**config.mk**
```make
export PLATFORM = sky130hd
export DESIGN_NAME = fma_align_add
export DESIGN_NICKNAME = d
export VERILOG_FILES = /design/src/rtl/fma_pkg.sv /design/src/rtl/fma_lzc.sv /design/src/rtl/fma_align_add.sv
export SDC_FILE = /design/constraint.sdc
export NUM_CORES = 1
export LEC_CHECK = 0
export BUFFER_PORTS_ARGS = -buffer_cell sky130_fd_sc_hd__buf_2
export CAP_MARGIN = 20
export CORE_MARGIN = 8
export CORE_UTILIZATION = 35
export CTS_CLUSTER_DIAMETER = 40
export DETAILED_ROUTE_END_ITERATION = 10
export SLEW_MARGIN = 5
export SYNTH_ARGS = -nofsm -noshare
export SYNTH_HDL_FRONTEND = slang
export SYNTH_HIERARCHICAL = 1
export SYNTH_SLANG_ARGS = --single-unit
```
**constraint.sdc**
```tcl
create_clock -name clk -period 12.5 [get_ports clk]
set_input_delay 1.875 -clock clk [delete_from_list [all_inputs] [get_ports clk]]
set_output_delay 1.875 -clock clk [all_outputs]
set_load 0.02 [all_outputs]
```
**src/rtl/fma_pkg.sv**
```systemverilog
// fma_pkg: shared widths, the exponent bias and the pipeline payload types for the FMA align/add stage
package fma_pkg;
  localparam int EXP_W  = 10;
  localparam int PROD_W = 48;
  localparam int FRM_W  = 51;
  localparam int LZC_W  = 6;
  localparam int BIAS   = 127;
  typedef struct packed {
    logic             sign;
    logic [EXP_W-1:0] exp;
    logic [FRM_W-1:0] mant;
    logic             sticky;
    logic             zero;
    logic [LZC_W-1:0] lzc;
  } fma_sum_t;
  typedef struct packed {
    logic             ref_sign;
    logic             oth_sign;
    logic [EXP_W-1:0] exp;
    logic [FRM_W-1:0] ref_m;
    logic [FRM_W-1:0] oth_m;
    logic             sticky;
  } fma_align_t;
  function automatic logic [EXP_W-1:0] prod_exp_of(input logic [7:0] ea, input logic [7:0] eb);
    return EXP_W'(ea) + EXP_W'(eb) - EXP_W'(BIAS);
  endfunction
endpackage

```
**src/rtl/fma_lzc.sv**
```systemverilog
// fma_lzc: combinational leading-zero count of a sum frame from its MSB; reports FRM_W for an all-zero frame
//   mant_i  frame to inspect
//   lzc_o   number of zeros above the highest set bit
module fma_lzc
  import fma_pkg::*;
(
  input  logic [FRM_W-1:0] mant_i,
  output logic [LZC_W-1:0] lzc_o
);
  always_comb begin
    lzc_o = LZC_W'(FRM_W);
    for (int i = 0; i < FRM_W; i++) lzc_o = mant_i[i] ? LZC_W'(FRM_W - 1 - i) : lzc_o;
  end
endmodule

```
**src/rtl/fma_align_add.sv**
```systemverilog
// fma_align_add: aligns the 48-bit product against addend C and adds/subtracts them in a 2-stage valid/ready pipeline
//   in_valid/in_ready    input beat handshake (prod_*, c_*)
//   out_valid/out_ready  result handshake (sum_*): sign-magnitude 51-bit frame, exponent, sticky, zero flag, lzc
module fma_align_add
  import fma_pkg::*;
(
  input  logic              clk,
  input  logic              rst_n,
  input  logic              in_valid,
  output logic              in_ready,
  input  logic              prod_sign,
  input  logic [EXP_W-1:0]  prod_exp,
  input  logic [PROD_W-1:0] prod_mant,
  input  logic              c_sign,
  input  logic [7:0]        c_exp,
  input  logic [23:0]       c_mant,
  input  logic              c_zero,
  output logic              out_valid,
  input  logic              out_ready,
  output logic              sum_sign,
  output logic [EXP_W-1:0]  sum_exp,
  output logic [FRM_W-1:0]  sum_mant,
  output logic              sum_sticky,
  output logic              sum_zero,
  output logic [LZC_W-1:0]  sum_lzc
);
  fma_align_t s1_d, s1_q;
  fma_sum_t   s2_d, s2_q;
  logic       s1_v_q, s2_v_q, s2_en;
  logic signed [EXP_W:0] d;
  logic [EXP_W:0]   sh;
  logic [FRM_W-1:0] p_frm, c_frm, oth, shifted, mag;
  logic             p_ref, big, lost, sub, neg;
  logic [LZC_W-1:0] lzc;
  assign s2_en    = !s2_v_q || out_ready;
  assign in_ready = !s1_v_q || s2_en;
  // Both frames put the binary point between bits 48 and 47.
  always_comb begin
    p_frm   = {1'b0, prod_mant, 2'b0};
    c_frm   = c_zero ? '0 : {2'b0, c_mant, 25'b0};
    d       = {prod_exp[EXP_W-1], prod_exp} - {3'b0, c_exp};
    p_ref   = (prod_mant != '0) && (c_zero || !d[EXP_W]);
    sh      = d[EXP_W] ? EXP_W'(-d) + '0 : d;
    oth     = p_ref ? c_frm : p_frm;
    big     = sh >= (EXP_W+1)'(FRM_W);
    shifted = big ? '0 : oth >> sh[LZC_W-1:0];
    lost    = big ? |oth : |(oth & ~({FRM_W{1'b1}} << sh[LZC_W-1:0]));
    s1_d    = '{ref_sign: p_ref ? prod_sign : c_sign,
                oth_sign: p_ref ? c_sign : prod_sign,
                exp:      p_ref ? prod_exp : {{(EXP_W-8){1'b0}}, c_exp},
                ref_m:    p_ref ? p_frm : c_frm,
                oth_m:    shifted | FRM_W'(lost),
                sticky:   lost};
  end
  // Subtraction keeps a magnitude: when the shifted operand wins, swap the operands and take its sign.
  always_comb begin
    sub  = s1_q.ref_sign ^ s1_q.oth_sign;
    neg  = sub && (s1_q.oth_m > s1_q.ref_m);
    mag  = !sub ? s1_q.ref_m + s1_q.oth_m : neg ? s1_q.oth_m - s1_q.ref_m : s1_q.ref_m - s1_q.oth_m;
    s2_d = '{sign:   (mag == '0) ? s1_q.ref_sign & s1_q.oth_sign : neg ? s1_q.oth_sign : s1_q.ref_sign,
             exp:    s1_q.exp,
             mant:   mag,
             sticky: s1_q.sticky,
             zero:   mag == '0,
             lzc:    lzc};
  end
  fma_lzc u_lzc (.mant_i(mag), .lzc_o(lzc));
  always_ff @(posedge clk or negedge rst_n)
    if (!rst_n) begin
      s1_v_q <= 1'b0;
      s2_v_q <= 1'b0;
      s1_q   <= '0;
      s2_q   <= '0;
    end else begin
      if (in_ready) s1_v_q <= in_valid;
      if (s2_en) s2_v_q <= s1_v_q;
      if (in_ready && in_valid) s1_q <= s1_d;
      if (s2_en && s1_v_q) s2_q <= s2_d;
    end
  assign out_valid  = s2_v_q;
  assign sum_sign   = s2_q.sign;
  assign sum_exp    = s2_q.exp;
  assign sum_mant   = s2_q.mant;
  assign sum_sticky = s2_q.sticky;
  assign sum_zero   = s2_q.zero;
  assign sum_lzc    = s2_q.lzc;
endmodule
```
---- Yosys cells after proc, flatten, opt, wreduce, memory -nomap -nowiden ----
Index checks and enable logic that the tools add are counted.
word-level totals
  output and inout bits ................... 72
  bits in registers ....................... 187
  bits of input ports ..................... 97
operators by class
  shift operators ......................... 2
  multiplexer cells ....................... 64
  magnitude comparators ................... 2
  bitwise gates (word level) .............. 5
  add/sub/neg operators ................... 5
  reductions and logical operators ........ 14
operator list
  kind                   number
  $mux 6                 50
  $mux 51                3
  $reduce_or 51->1       2
  $sub 51x51->51         2
  $mux 50                2
  $add 51x51->51         1
  $and 50x51->51         1
  $gt 51x51->1           1
  $logic_not 51->1       1
  $not 51->51            1
  $or 51x1->51           1
  $shl 51x6->51 const A  1
  $shr 50x6->51          1
  $mux 49                1
  $reduce_bool 48->1     1
  $mux 10                2
  $sub 10x9->11          1
  $ge 10x6->1 const B    1
  $neg 10->10            1
  $mux 1                 6
  $logic_and 1x1->1      4
  $logic_not 1->1        3
  $logic_or 1x1->1       3
  $and 1x1->1            1
  $xor 1x1->1            1

---- Depth between registers and ports, before layout ----
  word-level depth ........................ 55
  depth in mapped cells ................... 21

---- By module ----
Netlist, hierarchy kept.
by module, submodules not included
  module         area each (um^2)  instances  cells each
  fma_align_add  20682.3           1          2699
  fma_lzc        610.6             1          106

---- Worst setup path before layout ----
Ideal clock, no wire load.
  path kind ............................... in2reg
  start point ............................. input prod_exp[0]
  end point ............................... register s1_q[1] (netlist name)
  data arrival time ....................... 5.868 ns
  cell stages on the path ................. 19
  setup slack ............................. 6.489 ns
  path buffers ............................ 3
  path through ............................ inv_1 ha_1 inv_1 fa_1 inv_1 ha_1 nor3b_1 a221o_1 a311oi_2 clkbuf_1 buf_1 clkbuf_1 o21ai_0 a21oi_1 nor2_1 nor2_1 a31oi_1 o31ai_1 o2111ai_1
between the ends
  cells in the longest elaborated chain, start to end .. 9
ends and longest elaborated chain
  what                                                       line                                      source
  start: declaration                                         fma_align_add.sv:12                       input logic [EXP_W-1:0] prod_exp,
  $sub 10x9->11 (*)                                          fma_align_add.sv:41                       d = {prod_exp[EXP_W-1], prod_exp} - {3'b0, c_exp};
  $neg 10->10 / $logic_not 1->1 (equally long branches)      fma_align_add.sv:43, fma_align_add.sv:42
  $mux 10 / $logic_or 1x1->1 (equally long branches)         fma_align_add.sv:43, fma_align_add.sv:42
  $shl 51x6->51 / $logic_and 1x1->1 (equally long branches)  fma_align_add.sv:47, fma_align_add.sv:42
  $not 51->51 / $mux 50 (equally long branches)              fma_align_add.sv:47, fma_align_add.sv:44
  $and 50x51->51                                             fma_align_add.sv:47                       lost = big ? |oth : |(oth & ~({FRM_W{1'b1}} << sh[LZC_W-1:0]));
  $reduce_or 51->1                                           fma_align_add.sv:47
  $mux 1                                                     fma_align_add.sv:47
  $or 51x1->51 (*)                                           fma_align_add.sv:52                       oth_m: shifted | FRM_W'(lost),
  end signal: assignment                                     fma_align_add.sv:72                       s1_q <= '0;
  end signal: assignment                                     fma_align_add.sv:77                       if (in_ready && in_valid) s1_q <= s1_d;
  end: declaration                                           fma_align_add.sv:27                       fma_align_t s1_d, s1_q;
Mark *: on every way between the ends. The rest lies on a longest branch, timed or not.
A chain may end at the register's enable or synchronous reset.

---- Worst setup path in the final report ----
  start point ............................. input prod_exp[0]
  end point ............................... register s1_q[49] (netlist name)
between the ends
  cells in the longest elaborated chain, start to end .. 8
ends and longest elaborated chain
  what                                                                 line                 source
  $sub 10x9->11 (*)                                                    fma_align_add.sv:41
  parallel branches: the longest is 5 deep, another holds $neg 10->10  --
  $mux 51 (*)                                                          fma_align_add.sv:46  shifted = big ? '0 : oth >> sh[LZC_W-1:0];
  $or 51x1->51 (*)                                                     fma_align_add.sv:52
Every way passes the cells marked *.

==> run metrics <==
status finished clean; Area growth, synth to finish 9.55%; cts hold-fix bufs 0; share of post-route cells with drive strength above 1 12.9%; HP Class reg -> reg; Max IR drop VDD roughly 0.00012 V; die width ~260 um; Seq pwr share between 20 and 25%; cells along the critical path buf_2 > inv_1 > ha_2 > inv_1 > fa_1 > inv_1 > ha_1 > nor3b_1 > a221o_1 > a311oi_4 > buf_4 > o21ai_1 > nor2_1 > nor3_1 > a221oi_2 > and2_1 > nand2_1 > nor3_1 > a22o_1; full die area roughly 0.069 mm^2; Cell Area, Synth roughly 0.021 mm^2; Final #Nets 3,104; clock buffer count from CTS 17; Placed Cells between 3,000 and 4,000; Top Layer Used met4; clk buf depth 2; Resized Gates After CTS 0; Startpoint Class input port; DP HPWL just over 70,000 um; Detail Route met3 WL around 9200 um; register area share after synthesis 21.5%; Worst Path Max Fanout a little over 70; sw frac between 50% and 60%; crit end category flop; Max Freq between 100 and 150 MHz; final hold viol count 0; Post-Syn Nets a little over 3,000; critical path's top delay family simple AND/OR/NAND/NOR gates; slew at the pin closest to its max-slew limit between 1 and 1.5 ns; RePlAce Congestion ~1; top-count cell post-synth a21oi_1; Slowest cell on crit path buf_4; Max Cap Viol 0; Worst Path Arrival roughly 7.3 ns; floorplan core area 0.0602 mm^2; worst skew pair latency between 0.5 and 0.6 ns; htree depth 4; CTS root buf clkbuf_16; Crit Path Category in -> reg; largest net degree at the start of global routing 112; number of enable flip-flop cells after synthesis 0; Synth top cells by count 262 x a21oi_1, 257 x nand2_1, 245 x nor2_1, 188 x o21ai_0, 183 x dfrtp_1; ranking of synthesized cells by area dfrtp_1 22%, ha_1 9.1%, a21oi_1 6.2%, mux2i_1 4.7%, nand2_1 4.5%; CP startpoint prod_exp[0]; total number of vias about 23,000; leakage slightly below 10 nW; P_sw just under 2 mW; Setup TNS 0 ns; # setup viols final 0; DRT Wirelength ~90,000 um; Starting Density 35.3%; post-synth top area share 21.5%; Most used DFF post-synth dfrtp_1; CP most frequent cell inv_1; n_diodes 0; setup bufs post-CTS 0; Row Count 90; Die H 263 um; Layout Cells excl Fill around 3,600; crit path time final around 6.9 ns; first-pass GRT wire length between 100,000 and 150,000 um; reg2reg start s1_q[16]$_DFFE_PN0P_; Clock Power Share about 16%; Pint 1.76 mW; Final Max Tran Viols 0; register bit total from synthesis about 180; Worst Hold Launch sum_mant[0]$_DFFE_PN0P_; port buffer count roughly 170; Synth async-reset ratio 100%; Worst Skew around 0.026 ns; Initial DRC Count roughly 3,000; RSZ-0062 raised after global routing no; Avg Vias per Cell about 6.3; WL met2 around 38,000 um; vias in the first global route roughly 22,000; Synth Warn # 6; slew margin rel. about a quarter; Gate Count Post-Synth about 2,800; initial antenna violation count 2; grt ovf 0; M1 WL a little under 40,000 um; post-synth top area cell dfrtp_1; wire per inst approximately 25 um; Comb power frac slightly above 60%; fillers approximately 6,400; GRT Overall Usage between 20 and 25%; syn avg cell area 7.59 um^2; CP required approximately 13 ns; TritonCTS Sinks between 150 and 200; Post-DRT Antenna Nets 0; CTS tree done; Unique masters post-synth 100; final worst path period share about 55%; Crit path largest cell delay 0.73 ns; CTS clk-pin slew, worst paths ~0.080 ns; PwrDens approximately 160 mW/mm^2; DRC viols 0; CP Buf/Inv Count 5; Pre-antenna DRT Iters 7; Ports 169
-- layer usage --
metal  vias up  global-route usage (%)
met2      1340                    37.0
li1      10500                       -
met1     11100                    35.2
met3       160                    5.29
met5         -                       0
met4         0                    8.16
-- metrics by stage --
stage          hold slack (ns)  area, um^2  utilization, %  total power [mW]  setup WS, ns
2_1_floorplan            0.435       21300               -              2.36          6.49
3_3_place_gp             0.461       22700            37.7              3.07          5.35
3_5_place_dp             0.472       22700            37.7              3.07          5.24
4_1_cts                  0.491       23300            38.7              3.66          5.77
5_1_grt                  0.515       23300            38.7              3.92          5.30
6_report                 0.485       23300            38.7              3.70          5.60
-- worst min-delay path: stages, from the launching register on --
cell,delay (ns)
dfrtp_1,0.35
nand2_1,0.05
o21ai_0,0.06
-- power by group through the flow --
stage / Clock [mW] / Sequential (mW) / Combinational (mW)
after detailed placement: 0 / 0.837 / 2.24
after floorplan: 0 / 0.931 / 1.43
final: 0.575 / 0.825 / 2.30
after CTS: 0.590 / 0.825 / 2.24
after global routing: 0.615 / 0.844 / 2.46
after global placement: 0 / 0.831 / 2.24
-- logic make-up after synthesis --
| logic type | Yosys count | synth area share [%] |
|---|---|---|
| AO/OA/AOI/OAI | 953 | 29.2 |
| AND/OR/NAND/NOR | 931 | 21.3 |
| multiplexers | 190 | 10.3 |
| XOR/XNOR | 48 | 2.04 |
| buffers and inverters | 341 | 6.22 |
| adder cells (fa/ha/maj) | 159 | 9.44 |
| flip-flops | 183 | 21.5 |
-- sequential cells by signal (all words and copies together), names as in the netlist --
name and flops:
sum_exp 10, sum_mant 51, sum_lzc 6, s1_v_q 1, sum_sign 1, s1_q 111, out_valid 1, sum_zero 1
sum_sticky 1
-- worst paths after layout --
kind / cells past startpoint / slack, ns / to
worst max register to register: 17 / 6.17 / sum_lzc[1]$_DFFE_PN0P_
worst max-delay path: 19 / 5.60 / s1_q[49]$_DFFE_PN0P_
max in group asynchronous: 2 / 9.40 / s1_q[106]$_DFFE_PN0P_
min in group asynchronous: 1 / 1.46 / sum_mant[7]$_DFFE_PN0P_
worst min-delay path: 2 / 0.48 / sum_mant[0]$_DFFE_PN0P_
worst min register to register: 2 / 0.48 / sum_mant[0]$_DFFE_PN0P_
-- placed cells by master (no fill, tap or decap), types with 28 or more instances in the layout --
cell      count
a31oi_1      52
inv_1       169
a21oi_1     262
o31ai_1      30
o211ai_1     37
nor2_1      245
nor3_1       58
nor4_1       51
mux2_2       75
nand4_1      44
ha_1        154
o21a_1       34
a211oi_1     39
buf_2       167
nand3_1      77
xnor2_1      38
mux2i_1      99
dfrtp_1     183
o221ai_1     28
nand2_1     255
nor2b_1      43
a21o_1       31
o21ai_0     188
o22ai_1      32
o21bai_1     35
-- final cells by class --
class	instances	area [um^2]	share of cell area, %
clock buffers	17	425	1.82
clock inverters	15	190	0.815
inverters	174	653	2.80
multi-input cells	2281	15500	66.3
flip-flops and latches	183	4580	19.6
well taps	782	978	4.19
repair buffers	192	1030	4.41
(Power assumes the default switching activity.)
